**src/rtl/uart_pkg.sv**
```systemverilog
// Shared UART definitions: receive FSM state type, data width and default line timing.
package uart_pkg;

    localparam int DATA_W       = 8;
    localparam int TICK_W       = 5;
    localparam int CLOCK_PERIOD = 100;     // ns, 10 MHz system clock
    localparam int BAUD_RATE    = 115200;

    typedef enum logic [2:0] {
        ST_IDLE,
        ST_START,
        ST_DATA,
        ST_PARITY,
        ST_STOP
    } rx_state_e;

    // Value the parity bit must carry for the given byte.
    function automatic logic parity_of(input logic [DATA_W-1:0] data, input logic odd);
        return (^data) ^ odd;
    endfunction

endpackage

```
**src/rtl/uart_rx_deser.sv**
```systemverilog
// UART receive deserializer: samples bit centres on odd half-bit ticks, checks parity and
// framing, and hands complete bytes to a consumer through a one-deep holding register.
//
// state     | meaning
// ST_IDLE   | waiting for the tick generator enable to rise
// ST_START  | waiting for tick 1 to confirm the start bit is low
// ST_DATA   | shifting in D0..D7 at ticks 3..17
// ST_PARITY | sampling the parity bit at tick 19
// ST_STOP   | sampling the stop bit at tick 19 (21 with parity)
module uart_rx_deser
    import uart_pkg::*;
#(
    parameter bit PARITY_EN  = 1'b0,
    parameter bit PARITY_ODD = 1'b0
) (
    input  logic              iCLK,
    input  logic              iRESETn,
    input  logic              iUART_RX,
    input  logic              iUART_RX_TICK,
    input  logic              iUART_RX_EN,
    input  logic              iUART_RX_READY,
    output logic              oUART_RX_STOP,
    output logic [DATA_W-1:0] oUART_RX_DATA,
    output logic              oUART_RX_VALID,
    output logic              oUART_RX_FERR,
    output logic              oUART_RX_PERR,
    output logic              oUART_RX_OVR
);

    localparam logic [TICK_W-1:0] TICK_START     = 5'd1;
    localparam logic [TICK_W-1:0] TICK_FIRST_BIT = 5'd3;
    localparam logic [TICK_W-1:0] TICK_LAST_BIT  = 5'd17;
    localparam logic [TICK_W-1:0] TICK_PARITY    = 5'd19;
    localparam logic [TICK_W-1:0] TICK_STOP      = PARITY_EN ? 5'd21 : 5'd19;

    rx_state_e         state_q;
    logic [TICK_W-1:0] tick_cnt_q;
    logic [TICK_W-1:0] tick_cnt_d;
    logic [DATA_W-1:0] shift_q;
    logic [DATA_W-1:0] data_q;
    logic              en_q;
    logic              par_err_q;
    logic              valid_q;
    logic              stop_q;
    logic              ferr_q;
    logic              perr_q;
    logic              ovr_q;
    logic              en_rise;
    logic              mid_tick;

    // tick_cnt_d is the number of the tick arriving this cycle; odd numbers are bit centres.
    assign tick_cnt_d = tick_cnt_q + 5'd1;
    assign mid_tick   = iUART_RX_TICK && tick_cnt_d[0];
    assign en_rise    = iUART_RX_EN && !en_q;

    always_ff @(posedge iCLK) begin
        if (!iRESETn) begin
            state_q    <= ST_IDLE;
            tick_cnt_q <= '0;
            shift_q    <= '0;
            data_q     <= '0;
            en_q       <= 1'b0;
            par_err_q  <= 1'b0;
            valid_q    <= 1'b0;
            stop_q     <= 1'b0;
            ferr_q     <= 1'b0;
            perr_q     <= 1'b0;
            ovr_q      <= 1'b0;
        end else begin
            en_q   <= iUART_RX_EN;
            stop_q <= 1'b0;
            ferr_q <= 1'b0;
            perr_q <= 1'b0;
            ovr_q  <= 1'b0;

            if (valid_q && iUART_RX_READY) begin
                valid_q <= 1'b0;
            end

            if (!iUART_RX_EN) begin
                tick_cnt_q <= '0;
            end else if (iUART_RX_TICK) begin
                tick_cnt_q <= tick_cnt_d;
            end

            case (state_q)
                ST_IDLE: begin
                    if (en_rise) begin
                        state_q    <= ST_START;
                        tick_cnt_q <= '0;
                    end
                end
                ST_START: begin
                    if (!iUART_RX_EN) begin
                        state_q <= ST_IDLE;
                    end else if (mid_tick && tick_cnt_d == TICK_START) begin
                        if (iUART_RX) begin
                            stop_q  <= 1'b1;
                            state_q <= ST_IDLE;
                        end else begin
                            par_err_q <= 1'b0;
                            state_q   <= ST_DATA;
                        end
                    end
                end
                ST_DATA: begin
                    if (!iUART_RX_EN) begin
                        state_q <= ST_IDLE;
                    end else if (mid_tick && tick_cnt_d >= TICK_FIRST_BIT) begin
                        shift_q <= {iUART_RX, shift_q[DATA_W-1:1]};
                        if (tick_cnt_d == TICK_LAST_BIT) begin
                            state_q <= PARITY_EN ? ST_PARITY : ST_STOP;
                        end
                    end
                end
                ST_PARITY: begin
                    if (!iUART_RX_EN) begin
                        state_q <= ST_IDLE;
                    end else if (mid_tick && tick_cnt_d == TICK_PARITY) begin
                        par_err_q <= (iUART_RX != parity_of(shift_q, PARITY_ODD));
                        state_q   <= ST_STOP;
                    end
                end
                ST_STOP: begin
                    if (!iUART_RX_EN) begin
                        state_q <= ST_IDLE;
                    end else if (mid_tick && tick_cnt_d == TICK_STOP) begin
                        stop_q  <= 1'b1;
                        state_q <= ST_IDLE;
                        ferr_q  <= !iUART_RX;
                        perr_q  <= par_err_q;
                        // A good byte never overwrites one the consumer has not taken.
                        if (iUART_RX && !par_err_q) begin
                            if (valid_q && !iUART_RX_READY) begin
                                ovr_q <= 1'b1;
                            end else begin
                                data_q  <= shift_q;
                                valid_q <= 1'b1;
                            end
                        end
                    end
                end
                default: state_q <= ST_IDLE;
            endcase
        end
    end

    assign oUART_RX_STOP  = stop_q;
    assign oUART_RX_DATA  = data_q;
    assign oUART_RX_VALID = valid_q;
    assign oUART_RX_FERR  = ferr_q;
    assign oUART_RX_PERR  = perr_q;
    assign oUART_RX_OVR   = ovr_q;

endmodule

```
**config.mk**
```make
export PLATFORM = sky130hd
export DESIGN_NAME = uart_rx_deser
export DESIGN_NICKNAME = d
export VERILOG_FILES = /design/src/rtl/uart_pkg.sv /design/src/rtl/uart_rx_deser.sv
export SDC_FILE = /design/constraint.sdc
export NUM_CORES = 1
export LEC_CHECK = 0
export CORE_UTILIZATION = 31
export CTS_CLUSTER_DIAMETER = 120
export DETAILED_ROUTE_END_ITERATION = 10
export HOLD_SLACK_MARGIN = 0.05
export MAX_ROUTING_LAYER = met4
export PLACE_DENSITY_LB_ADDON = 0.25
export SLEW_MARGIN = 20
export SYNTH_ARGS = -nofsm -noshare
export SYNTH_HDL_FRONTEND = slang
export SYNTH_SLANG_ARGS = --single-unit
```
**constraint.sdc**
```tcl
create_clock -name iCLK -period 3.05 [get_ports iCLK]
set_input_delay 0.61 -clock iCLK [delete_from_list [all_inputs] [get_ports iCLK]]
set_output_delay 0.61 -clock iCLK [all_outputs]
set_load 0.05 [all_outputs]
```
==> Word-level counts from Yosys, hierarchy flattened <==
Cells that the tools add are included.
{ "word_totals": {"wordCells": 89, "output_inout_bits": 13, "romBits": 0, "memories": 0, "latch_bits": 0, "ff_bits": 31, "ramBits": 0} }
{ "classes": {"n_eq_ne": 19, "div": 0, "mul": 0, "addsub": 1, "bitwise_logic": 1, "shift": 0, "magnitude_cmp": 1, "muxes": 35, "n_reduce_logical": 21} }
{ "ops": {"columns": ["op", "count"], "rows": [
  ["3-bit two-way mux", 10],
  ["5-bit two-way mux", 4],
  ["1-bit two-way mux", 17],
  ["3-bit != test (second input constant)", 5],
  ["3-bit case mux with 5 select lines", 1],
  ["2-bit != test (second input constant)", 6],
  ["6-bit AND reduction", 2],
  ["5-bit equality test (second input constant)", 2],
  ["5-bit AND reduction", 2],
  ["1-bit logical AND", 8],
  ["8-bit XOR reduction", 1],
  ["3-bit by 2-bit equality test with 1-bit output (second input constant)", 2],
  ["5-bit by 1-bit adder with 5-bit output (second input constant)", 1],
  ["5-bit by 1-bit equality test with 1-bit output (second input constant)", 1],
  ["5-bit by 2-bit greater-or-equal comparator with 1-bit output (second input constant)", 1],
  ["1-bit zero test", 4],
  ["1-bit case mux with 2 select lines", 2],
  ["4-bit AND reduction", 1],
  ["3-bit by 1-bit equality test with 1-bit output (second input constant)", 1],
  ["3-bit equality test (second input constant)", 1],
  ["3-bit zero test", 1],
  ["3-bit AND reduction", 1],
  ["2-bit two-way mux", 1],
  ["2-bit nonzero test", 1],
  ["2 further kinds", 2]
]} }

==> Logic depth before layout (Yosys ltp) <==
Gate-level depths: netlist (run 1).
{ "logic_depth": {"ltp_word": 7, "ltp_mapped": 8, "mapped_depth_nobuf": 7} }

==> Least setup slack after synthesis (run 1) <==
OpenSTA, ideal clock, no wires.
{ "synth_timing": {"path_type": "register to register", "from": "register tick_cnt_q[0]", "to": "register shift_q[0]", "stages_incl_launch_ff": 8, "path_buffers": 0, "path_slack_ns": 0.980, "arrival_ns": 1.954, "period_less_slack_ns": 2.070, "path_cell_list": "dfxtp_1 > inv_1 > ha_1 > nor2b_1 > o31ai_2 > nor3_2 > mux2i_1 > nor2b_1"} }
{ "synth_via": {"elab_chain_len": 4} }
{ "synth_lines": {"columns": ["item", "line", "text"], "rows": [
  ["start, declared", "uart_rx_deser.sv:37", "logic [TICK_W-1:0] tick_cnt_q;"],
  ["start signal, assigned", "uart_rx_deser.sv:83", "tick_cnt_q <= tick_cnt_d;"],
  ["5-bit by 1-bit adder with 5-bit output (*)", "uart_rx_deser.sv:52", "assign tick_cnt_d = tick_cnt_q + 5'd1;"],
  ["5-bit by 2-bit greater-or-equal comparator with 1-bit output or 1-bit logical AND (tied branches)", "uart_rx_deser.sv:109, uart_rx_deser.sv:53", null],
  ["1-bit logical AND (*)", "uart_rx_deser.sv:109", "end else if (mid_tick && tick_cnt_d >= TICK_FIRST_BIT) begin"],
  ["3-bit AND reduction (no line) (*)", null, null],
  ["end signal, assigned", "uart_rx_deser.sv:110", "shift_q <= {iUART_RX, shift_q[DATA_W-1:1]};"],
  ["end, declared", "uart_rx_deser.sv:39", "logic [DATA_W-1:0] shift_q;"]
]} }
Every way passes the cells marked *; elsewhere a longest branch is shown, timed or not.
A chain may end at the register's enable or synchronous reset.

==> Final worst setup path (run 1) <==
{ "layout_timing": {"from": "input iUART_RX_TICK", "to": "register state_q[2]"} }
{ "layout_via": {"elab_chain_len": 4} }
{ "layout_lines": {"columns": ["item", "line", "text"], "rows": [
  ["start, declared", "uart_rx_deser.sv:19", "input logic iUART_RX_TICK,"],
  ["1-bit logical AND (*)", "uart_rx_deser.sv:53", "assign mid_tick = iUART_RX_TICK && tick_cnt_d[0];"],
  ["1-bit logical AND (on tied branches)", null, null],
  ["3-bit != test (no line)", null, null],
  ["6-bit AND reduction (no line) (*)", null, null],
  ["end signal, assigned", "uart_rx_deser.sv:112", "state_q <= PARITY_EN ? ST_PARITY : ST_STOP;"],
  ["end, declared", "uart_rx_deser.sv:36", "rx_state_e state_q;"]
]} }
Marked as above.

==> results.txt, run 1 <==
Crit Path Class -> primary input to register
top cells by count, synth -> nand2_1, dfxtp_1, mux2i_1
Die W -> 75.0 um
fraction of registers with async set/reset -> 0
xor/xnor share of the synthesized area -> 0.0613
sequential power share -> 0.459
post-synth top area cell -> dfxtp_1
mux contribution to synthesized area -> 0.127
most common flop cell mapped by yosys -> dfxtp_1
largest family of logic cells by synthesized area -> simple AND/OR/NAND/NOR gates
first-pass GRT wire length -> 4990 um
CTS sink count -> 31
Fillers -> 513
Hold WC Path Type -> register to register
CP Launch Type -> primary input
Clk pwr share -> 0.445
Synth Area in Simple Gates -> 0.260
Final nets -> 208
CORE AREA -> 5110 um^2
register area -> 621 um^2
Synth Area in Compound Gates -> 0.102
Vias -> 1270
layout cells sized above 1 -> 0.106
Hold Vio Cnt, Final -> 0
RSZ-0062 raised after global routing -> no
Final setup viols -> 0
pin count of the biggest net entering global routing -> 22
syn nets -> 190
Net Sw Power -> 0.000225 W
register area share after synthesis -> 0.375
P&R area growth vs syn -> 21.3%
I/O pin cnt -> 19
Antenna Cells -> 0
DRC -> 0
Yosys top cell area share -> 0.375
Max Cap Viol -> 0
CP max FO -> 5
initial antenna violation count -> 0
leakage power total -> 0.686 nW
clock root buffer -> clkbuf_8
CTS tree -> done
worst-margin pin slew -> 933 ps
die area -> 5630 um^2
postcts setup bufs -> 0
Sw Share -> 0.238
PwrDens -> 471 nW/um^2
Pre-antenna DRT Iters -> 4
final wirelength -> 3090 um
PostCTS Resize Cnt -> 0
Achievable Freq -> 0.430 GHz
height of the die -> 75.0 um
CP peak stage delay -> 580 ps
Final Cycle Share -> 0.763
Util after Layout -> 0.392
Final ANT Viol Nets -> 0
vias per cell -> 4.72
clock-pin slew on the worst setup and hold paths -> 70 ps
fin crit period -> 2330 ps
setup TNS -> 0 ps
critical path required time -> 3260 ps
All-Layer GR Usage -> 0.122
Placer Congestion -> 0.805
Yosys warnings -> 0
Cell variety after synth -> 47
most numerous cell in the Yosys netlist -> nand2_1
Max-slew headroom -> 0.370
# port buffers -> 18
count of pins over their slew limit -> 0
CP Cell Sequence -> clkdlybuf4s50_1 > ha_1 > nand2_1 > a211oi_1 > nor3b_1 > and4b_1 > mux2i_1
hold_buf cts -> 0
cells after synthesis -> 180
synthesized area -> 1650 um^2
Worst path slowest cell -> clkdlybuf4s50_1
TritonCTS Buffers -> 5
Peak VDD IR -> 168 uV
Comb pwr share -> 0.096
H-tree levels -> 2
vias in the first global route -> 1033
CP Capture Type -> register
Skew-Pair Late Insertion Delay -> 280 ps
Fin Clk Skew -> 5.71 ps
post-synthesis adder-cell area fraction -> 0.0303
EDFF count, synth -> 0
Max clock buf depth -> 2
multi-input logic area -> 961 um^2
drt wl/cell -> 11.5 um
GR Overflow Total -> 0
Rows -> 26
P_int -> 0.000720 W
First DRT Iteration DRCs -> 53
crit path DAT -> 2540 ps
starting density of the core -> 0.324
Area contributors post-synth -> dfxtp_1, mux2i_1, nand2_1
Seq cells post-synth -> 31
DP HPWL -> 2170 um
Avg Inst Size Synth -> 9.18 um^2
status -> finished clean
per-stage QoR:
stage / std cells / setup WS, ps / power, W / cell area (um^2) / hold slack, ps
4_1_cts: 269 / 702 / 0.000955 / 2000 / 464
6_report: 269 / 723 / 0.000945 / 2000 / 457
2_1_floorplan: 180 / 980 / 0.000523 / 1650 / 435
3_5_place_dp: 261 / 416 / 0.000534 / 1890 / 448
3_3_place_gp: 261 / 479 / 0.000534 / 1890 / 445
5_1_grt: 269 / 535 / 0.000983 / 2000 / 477
registers in the layout, indices dropped and copies added (netlist names):
register and cells:
oUART_RX_DATA 8, en_q 1, shift_q 8, oUART_RX_STOP 1
par_err_q 1, oUART_RX_FERR 1, oUART_RX_PERR 1, oUART_RX_VALID 1
oUART_RX_OVR 1, state_q 3, tick_cnt_q 5
worst paths after layout:
| kind | from | slack (ps) | endpoint | cells after the start |
|---|---|---|---|---|
| worst max-delay path | iUART_RX_TICK | 720 | state_q[2] | 7 |
| worst min-delay path | oUART_RX_DATA[4] | 460 | oUART_RX_DATA[4] | 2 |
| worst max register to register | tick_cnt_q[0] | 930 | state_q[2] | 6 |
| worst min register to register | oUART_RX_DATA[4] | 460 | oUART_RX_DATA[4] | 2 |
layer usage:
metal	up-vias	track usage	share of wire
li1	666	-	-
met1	579	0.164	0.52
met2	20	0.169	0.43
met3	5	0.0402	0.042
met4	0	0.0440	0.012
met5	-	-	0
critical path: cells and delay by family:
kind	cells	cell delay [ps]
AOI/OAI and AO/OA	1	350
adders and majority gates	1	260
buffers and inverters	1	580
muxes	1	200
and+or+nand+nor	3	550
logic make-up (layout without fill, tap and decap cells):
family / Yosys count / in the layout
AOI/OAI and AO/OA: 19 / 19
and+or+nand+nor: 81 / 81
adders and majority gates: 4 / 4
xor gates and xnor gates: 10 / 10
buffers and inverters: 14 / 33
DFF: 31 / 31
muxes: 21 / 21
layout make-up:
| class | count | share of cell area |
|---|---|---|
| inverter | 4 | 0.00749 |
| timing repair buffer | 21 | 0.101 |
| clock inverter | 2 | 0.0175 |
| clock buffer | 6 | 0.0412 |
| tap | 70 | 0.0437 |
| sequential | 31 | 0.310 |
| multi-input combinational | 135 | 0.479 |
placed cells by master, fill, tap and decap left out, types with 2 or more instances in the layout:
master / n
xnor2_1: 5
ha_1: 4
buf_4: 3
clkbuf_8: 6
xor2_1: 4
nand2b_1: 2
nor3_1: 5
inv_1: 4
nor3b_1: 2
nand2_1: 35
dfxtp_1: 31
nor2b_1: 11
or3_1: 2
nand4_1: 4
mux2i_1: 21
nand3_1: 3
a21oi_1: 2
nor2_1: 7
clkdlybuf4s50_1: 18
power by group through the flow:
stage | combinational, W | sequential, W | clock, W
floorplan | 0.0000956 | 0.000427 | 0
global placement | 0.0000908 | 0.000444 | 0
detailed placement | 0.0000908 | 0.000443 | 0
CTS | 0.0000911 | 0.000433 | 0.000431
global route | 0.000102 | 0.000437 | 0.000445
finish | 0.0000903 | 0.000434 | 0.000421
Note: power is estimated with default switching activity, not from simulation.
==> run 2: changes to the inputs <==
clock period = 2.1 ns   (was 3.05 ns; I/O delays follow)
==> results.txt, run 2 (synthesis results as in run 1) <==
postcts setup bufs -> 0
layout cells sized above 1 -> 0.186
fin crit period -> 2020 ps
clock root buffer -> clkbuf_8
R2R depth -> 6
Achievable Freq -> 0.495 GHz
Max Cap Viol -> 0
CP Launch Type -> register
DP HPWL -> 2560 um
Util after Layout -> 0.417
multi-input logic area -> 970 um^2
vias per cell -> 4.81
Fin Clk Skew -> 8.73 ps
All-Layer GR Usage -> 0.140
setup slack, reg-to-reg -> 80 ps
CP Cell Sequence -> ha_1 > or4_4 > o31ai_2 > o21bai_1 > and4b_2 > mux2i_1
most common cell after layout, fill and taps aside -> nand2_1
Fillers -> 499
die area -> 5630 um^2
Final setup viols -> 0
CP max FO -> 5
Antenna Cells -> 0
worst-margin pin slew -> 874 ps
hold_buf cts -> 0
Hold Path Stages -> 2
Max-slew headroom -> 0.410
DRC -> 0
Worst R2R End -> state_q[1]
Crit Path Class -> register to register
pin count of the biggest net entering global routing -> 23
critical path required time -> 2270 ps
Worst path slowest cell -> or4_4
clock-pin slew on the worst setup and hold paths -> 70 ps
Final nets -> 224
Vias -> 1370
final setup margin -> 81.3 ps
initial antenna violation count -> 0
PostCTS Resize Cnt -> 0
First DRT Iteration DRCs -> 24
Rows -> 26
I/O pin cnt -> 19
Reg2Reg Launch Point -> tick_cnt_q[1]
PwrDens -> 622 nW/um^2
status -> finished clean
Die W -> 75.0 um
CTS tree -> done
TritonCTS Buffers -> 5
hold path endpoint -> oUART_RX_DATA[2]
Max clock buf depth -> 2
Hold Path Origin -> oUART_RX_DATA[2]
Final Cycle Share -> 0.961
commonest non-fill, non-tap cells in the layout -> nand2_1, dfxtp_1, mux2i_1
height of the die -> 75.0 um
WHS -> 459 ps
Hold Vio Cnt, Final -> 0
Pre-antenna DRT Iters -> 4
P&R area growth vs syn -> 29.0%
GR Overflow Total -> 0
H-tree levels -> 2
pre-CTS WS -> -172 ps
CORE AREA -> 5110 um^2
overall power -> 0.00133 W
# port buffers -> 18
drt wl/cell -> 12.1 um
CP peak stage delay -> 560 ps
CP Capture Type -> register
Skew-Pair Late Insertion Delay -> 280 ps
starting density of the core -> 0.324
register area -> 621 um^2
final wirelength -> 3450 um
crit path DAT -> 2190 ps
Hold WC Path Type -> register to register
RSZ-0062 raised after global routing -> no
count of pins over their slew limit -> 0
Peak VDD IR -> 335 uV
Final ANT Viol Nets -> 0
leakage power total -> 0.759 nW
CTS sink count -> 31
Placer Congestion -> 0.819
vias in the first global route -> 1227
first-pass GRT wire length -> 5530 um
[run 2: per-layer routing]
layer  global-route usage  up-vias  part of all wire
met1                0.161      644              0.49
li1                     -      696                 -
met2                0.220       22              0.45
met4               0.0713        0             0.023
met3               0.0415        8             0.037
met5                    -        -                 0
[run 2: layout make-up]
| cell class | count | area share |
|---|---|---|
| Tap cell | 70 | 0.0411 |
| Timing Repair Buffer | 37 | 0.157 |
| Clock buffer | 7 | 0.0452 |
| Multi-Input combinational cell | 135 | 0.455 |
| Inverter | 4 | 0.00704 |
| Sequential cell | 31 | 0.291 |
| Clock inverter | 1 | 0.00352 |
[run 2: report_power, final]
part	total (W)	leakage, nW	internal, W	switching, W
Sequential	0.000615	0.250	0.000600	0.0000151
Combinational	0.000179	0.458	0.0000865	0.0000925
Clock	0.000532	0.0505	0.000298	0.000234
Total	0.00133	0.759	0.000984	0.000342
[run 2: critical path, delay by kind of cell, from the launching register on]
kind	cells	cell delay, ps
simple gates	2	850
flops	1	350
compound gates	2	350
fa+ha+maj	1	240
mux	1	130
[run 2: metrics by stage]
stage | area [um^2] | TNS (ps) | std cells
after floorplan | 1650 | 0 | 180
after global placement | 2020 | -1580 | 277
after detailed placement | 2020 | -1760 | 277
after CTS | 2120 | 0 | 285
after global routing | 2130 | 0 | 285
final | 2130 | 0 | 285
[run 2: how the worst max path moves through the flow]
| stage | from | endpoint | slack [ps] | depth (start not counted) |
|---|---|---|---|---|
| floorplan | tick_cnt_q[0] | shift_q[0] | 30 | 7 |
| global placement | iUART_RX_TICK | state_q[0] | -150 | 7 |
| detailed placement | iUART_RX_TICK | state_q[1] | -170 | 7 |
| CTS | tick_cnt_q[1] | state_q[1] | 20 | 6 |
| global route | tick_cnt_q[1] | state_q[1] | 0.5 | 6 |
| finish | tick_cnt_q[1] | state_q[1] | 80 | 6 |
==> run 3: changes to the inputs <==
CELL_PAD_IN_SITES_DETAIL_PLACEMENT = 2   (was unset)
CELL_PAD_IN_SITES_GLOBAL_PLACEMENT = 2   (was unset)
==> results.txt, run 3 (synthesis results as in run 1) <==
Vias -> 1421
Max-slew headroom -> 0.569
Placed Instance Area -> 1970 um^2
Final Cycle Share -> 0.957
Crit Path Class -> register to register
Max Cap Viol -> 0
vias in the first global route -> 1514
count of pins over their slew limit -> 0
Net Sw Power -> 0.000349 W
commonest non-fill, non-tap cells in the layout -> nand2_1, dfxtp_1, mux2i_1
DP HPWL -> 3290 um
Rows -> 26
PwrDens -> 637 nW/um^2
CTS sink count -> 31
leakage power total -> 0.751 nW
drt wl/cell -> 15.7 um
clock-pin slew on the worst setup and hold paths -> 70 ps
Die W -> 75.0 um
Peak VDD IR -> 310 uV
CP max FO -> 5
pin count of the biggest net entering global routing -> 27
routed wl met3 -> 99 um
postcts setup bufs -> 0
Final Instance Area -> 2160 um^2
setup slack, reg-to-reg -> 90 ps
Fillers -> 573
wl on met1 -> 1850 um
critical path required time -> 2260 ps
# port buffers -> 18
TritonCTS Buffers -> 5
final setup margin -> 90.6 ps
DRC -> 0
fin crit period -> 2010 ps
Sw Share -> 0.254
Final ANT Viol Nets -> 0
CTS tree -> done
die area -> 5630 um^2
Final nets -> 218
worst-margin pin slew -> 640 ps
initial antenna violation count -> 0
Reg2Reg Launch Point -> tick_cnt_q[0]
Fin Clk Skew -> 8.33 ps
clock root buffer -> clkbuf_8
Non-Filler Instances -> 279
CP peak stage delay -> 570 ps
height of the die -> 75.0 um
P&R area growth vs syn -> 30.7%
overall power -> 0.00138 W
Comb pwr share -> 0.115
Skew-Pair Late Insertion Delay -> 280 ps
hold_buf cts -> 0
Clk pwr share -> 0.424
Highest Signal Layer -> met4
H-tree levels -> 2
Max clock buf depth -> 2
P_int -> 0.00103 W
Pre-antenna DRT Iters -> 3
First DRT Iteration DRCs -> 30
CP Launch Type -> register
Hold WC Path Type -> register to register
vias per cell -> 5.09
sequential power share -> 0.462
CORE AREA -> 5110 um^2
most common cell after layout, fill and taps aside -> nand2_1
RSZ-0062 raised after global routing -> no
register area -> 623 um^2
starting density of the core -> 0.324
I/O pin cnt -> 19
Worst path slowest cell -> or4_4
pre-CTS WS -> -421 ps
final wirelength -> 4380 um
first-pass GRT wire length -> 7090 um
multi-input logic area -> 1030 um^2
Final setup viols -> 0
GR Overflow Total -> 0
Antenna Cells -> 0
Achievable Freq -> 0.498 GHz
Critical Path End -> state_q[1]
R2R depth -> 6
Hold Path Stages -> 2
crit path launch -> tick_cnt_q[0]
placed cells -> 271
Hold Vio Cnt, Final -> 0
status -> finished clean
CP Capture Type -> register
Worst R2R End -> state_q[1]
Placer Congestion -> 0.780
CP Cell Sequence -> ha_1 > or4_4 > o31ai_4 > o21bai_1 > and4b_2 > mux2i_1
layout cells sized above 1 -> 0.220
met2 WL -> 2400 um
All-Layer GR Usage -> 0.176
crit path DAT -> 2170 ps
[run 3: changes by cell type in the layout (fill, tap and decap cells not counted), sizes merged]
cell / previous run / this run
buf: 19 / 13
clkbuf: 7 / 5
clkinv: 0 / 2
bufinv: 0 / 1
clkdlybuf4s50: 18 / 17
clkinvlp: 1 / 0
dlygate4sd2: 0 / 1
[run 3: how the worst min path moves through the flow]
stage	from	slack, ps	to
6_report	oUART_RX_DATA[6]	460	oUART_RX_DATA[6]
2_1_floorplan	par_err_q	430	par_err_q
4_1_cts	oUART_RX_DATA[6]	470	oUART_RX_DATA[6]
5_1_grt	oUART_RX_DATA[5]	490	oUART_RX_DATA[5]
3_5_place_dp	oUART_RX_DATA[6]	460	oUART_RX_DATA[6]
3_3_place_gp	oUART_RX_DATA[0]	440	oUART_RX_DATA[0]
[run 3: final cells by class]
| class | instances | area share |
|---|---|---|
| Multi-Input combinational cell | 135 | 0.478 |
| Sequential cell | 31 | 0.289 |
| Timing Repair Buffer | 31 | 0.134 |
| Clock buffer | 5 | 0.0319 |
| Clock inverter | 3 | 0.0203 |
| Tap cell | 70 | 0.0406 |
| Inverter | 4 | 0.00695 |
[run 3: repair_timing]
item | in CTS | in global routing
pin swaps | 0 | 2
resized for setup | 6 | 12
setup endpoints to repair | 10 | 21
gates cloned | 0 | 0
[run 3: through the flow]
step	util	TNS (ps)	hold slack, ps
floorplan	-	0	435
global placement	0.387	-3610	445
detailed placement	0.387	-6400	459
CTS	0.412	0	472
global route	0.423	0	490
finish	0.423	0	463
[run 3: power by group through the flow]
| stage | Combinational, W | Sequential, W | Clock [W] |
|---|---|---|---|
| floorplan | 0.000139 | 0.000621 | 0 |
| global placement | 0.000140 | 0.000642 | 0 |
| detailed placement | 0.000148 | 0.000645 | 0 |
| CTS | 0.000151 | 0.000632 | 0.000603 |
| global route | 0.000175 | 0.000636 | 0.000625 |
| finish | 0.000158 | 0.000635 | 0.000583 |
[run 3: worst max-delay path: cells and delay by family, from the launching register on]
| family | cells | cell delay (ps) |
|---|---|---|
| AOI/OAI and AO/OA | 2 | 330 |
| adders and majority gates | 1 | 220 |
| DFF | 1 | 350 |
| muxes | 1 | 130 |
| and+or+nand+nor | 2 | 870 |
[run 3: layer usage]
metal / vias up / GRT usage
met5: - / -
met4: 0 / 0.0503
met3: 4 / 0.0361
met2: 11 / 0.324
met1: 722 / 0.189
li1: 684 / -
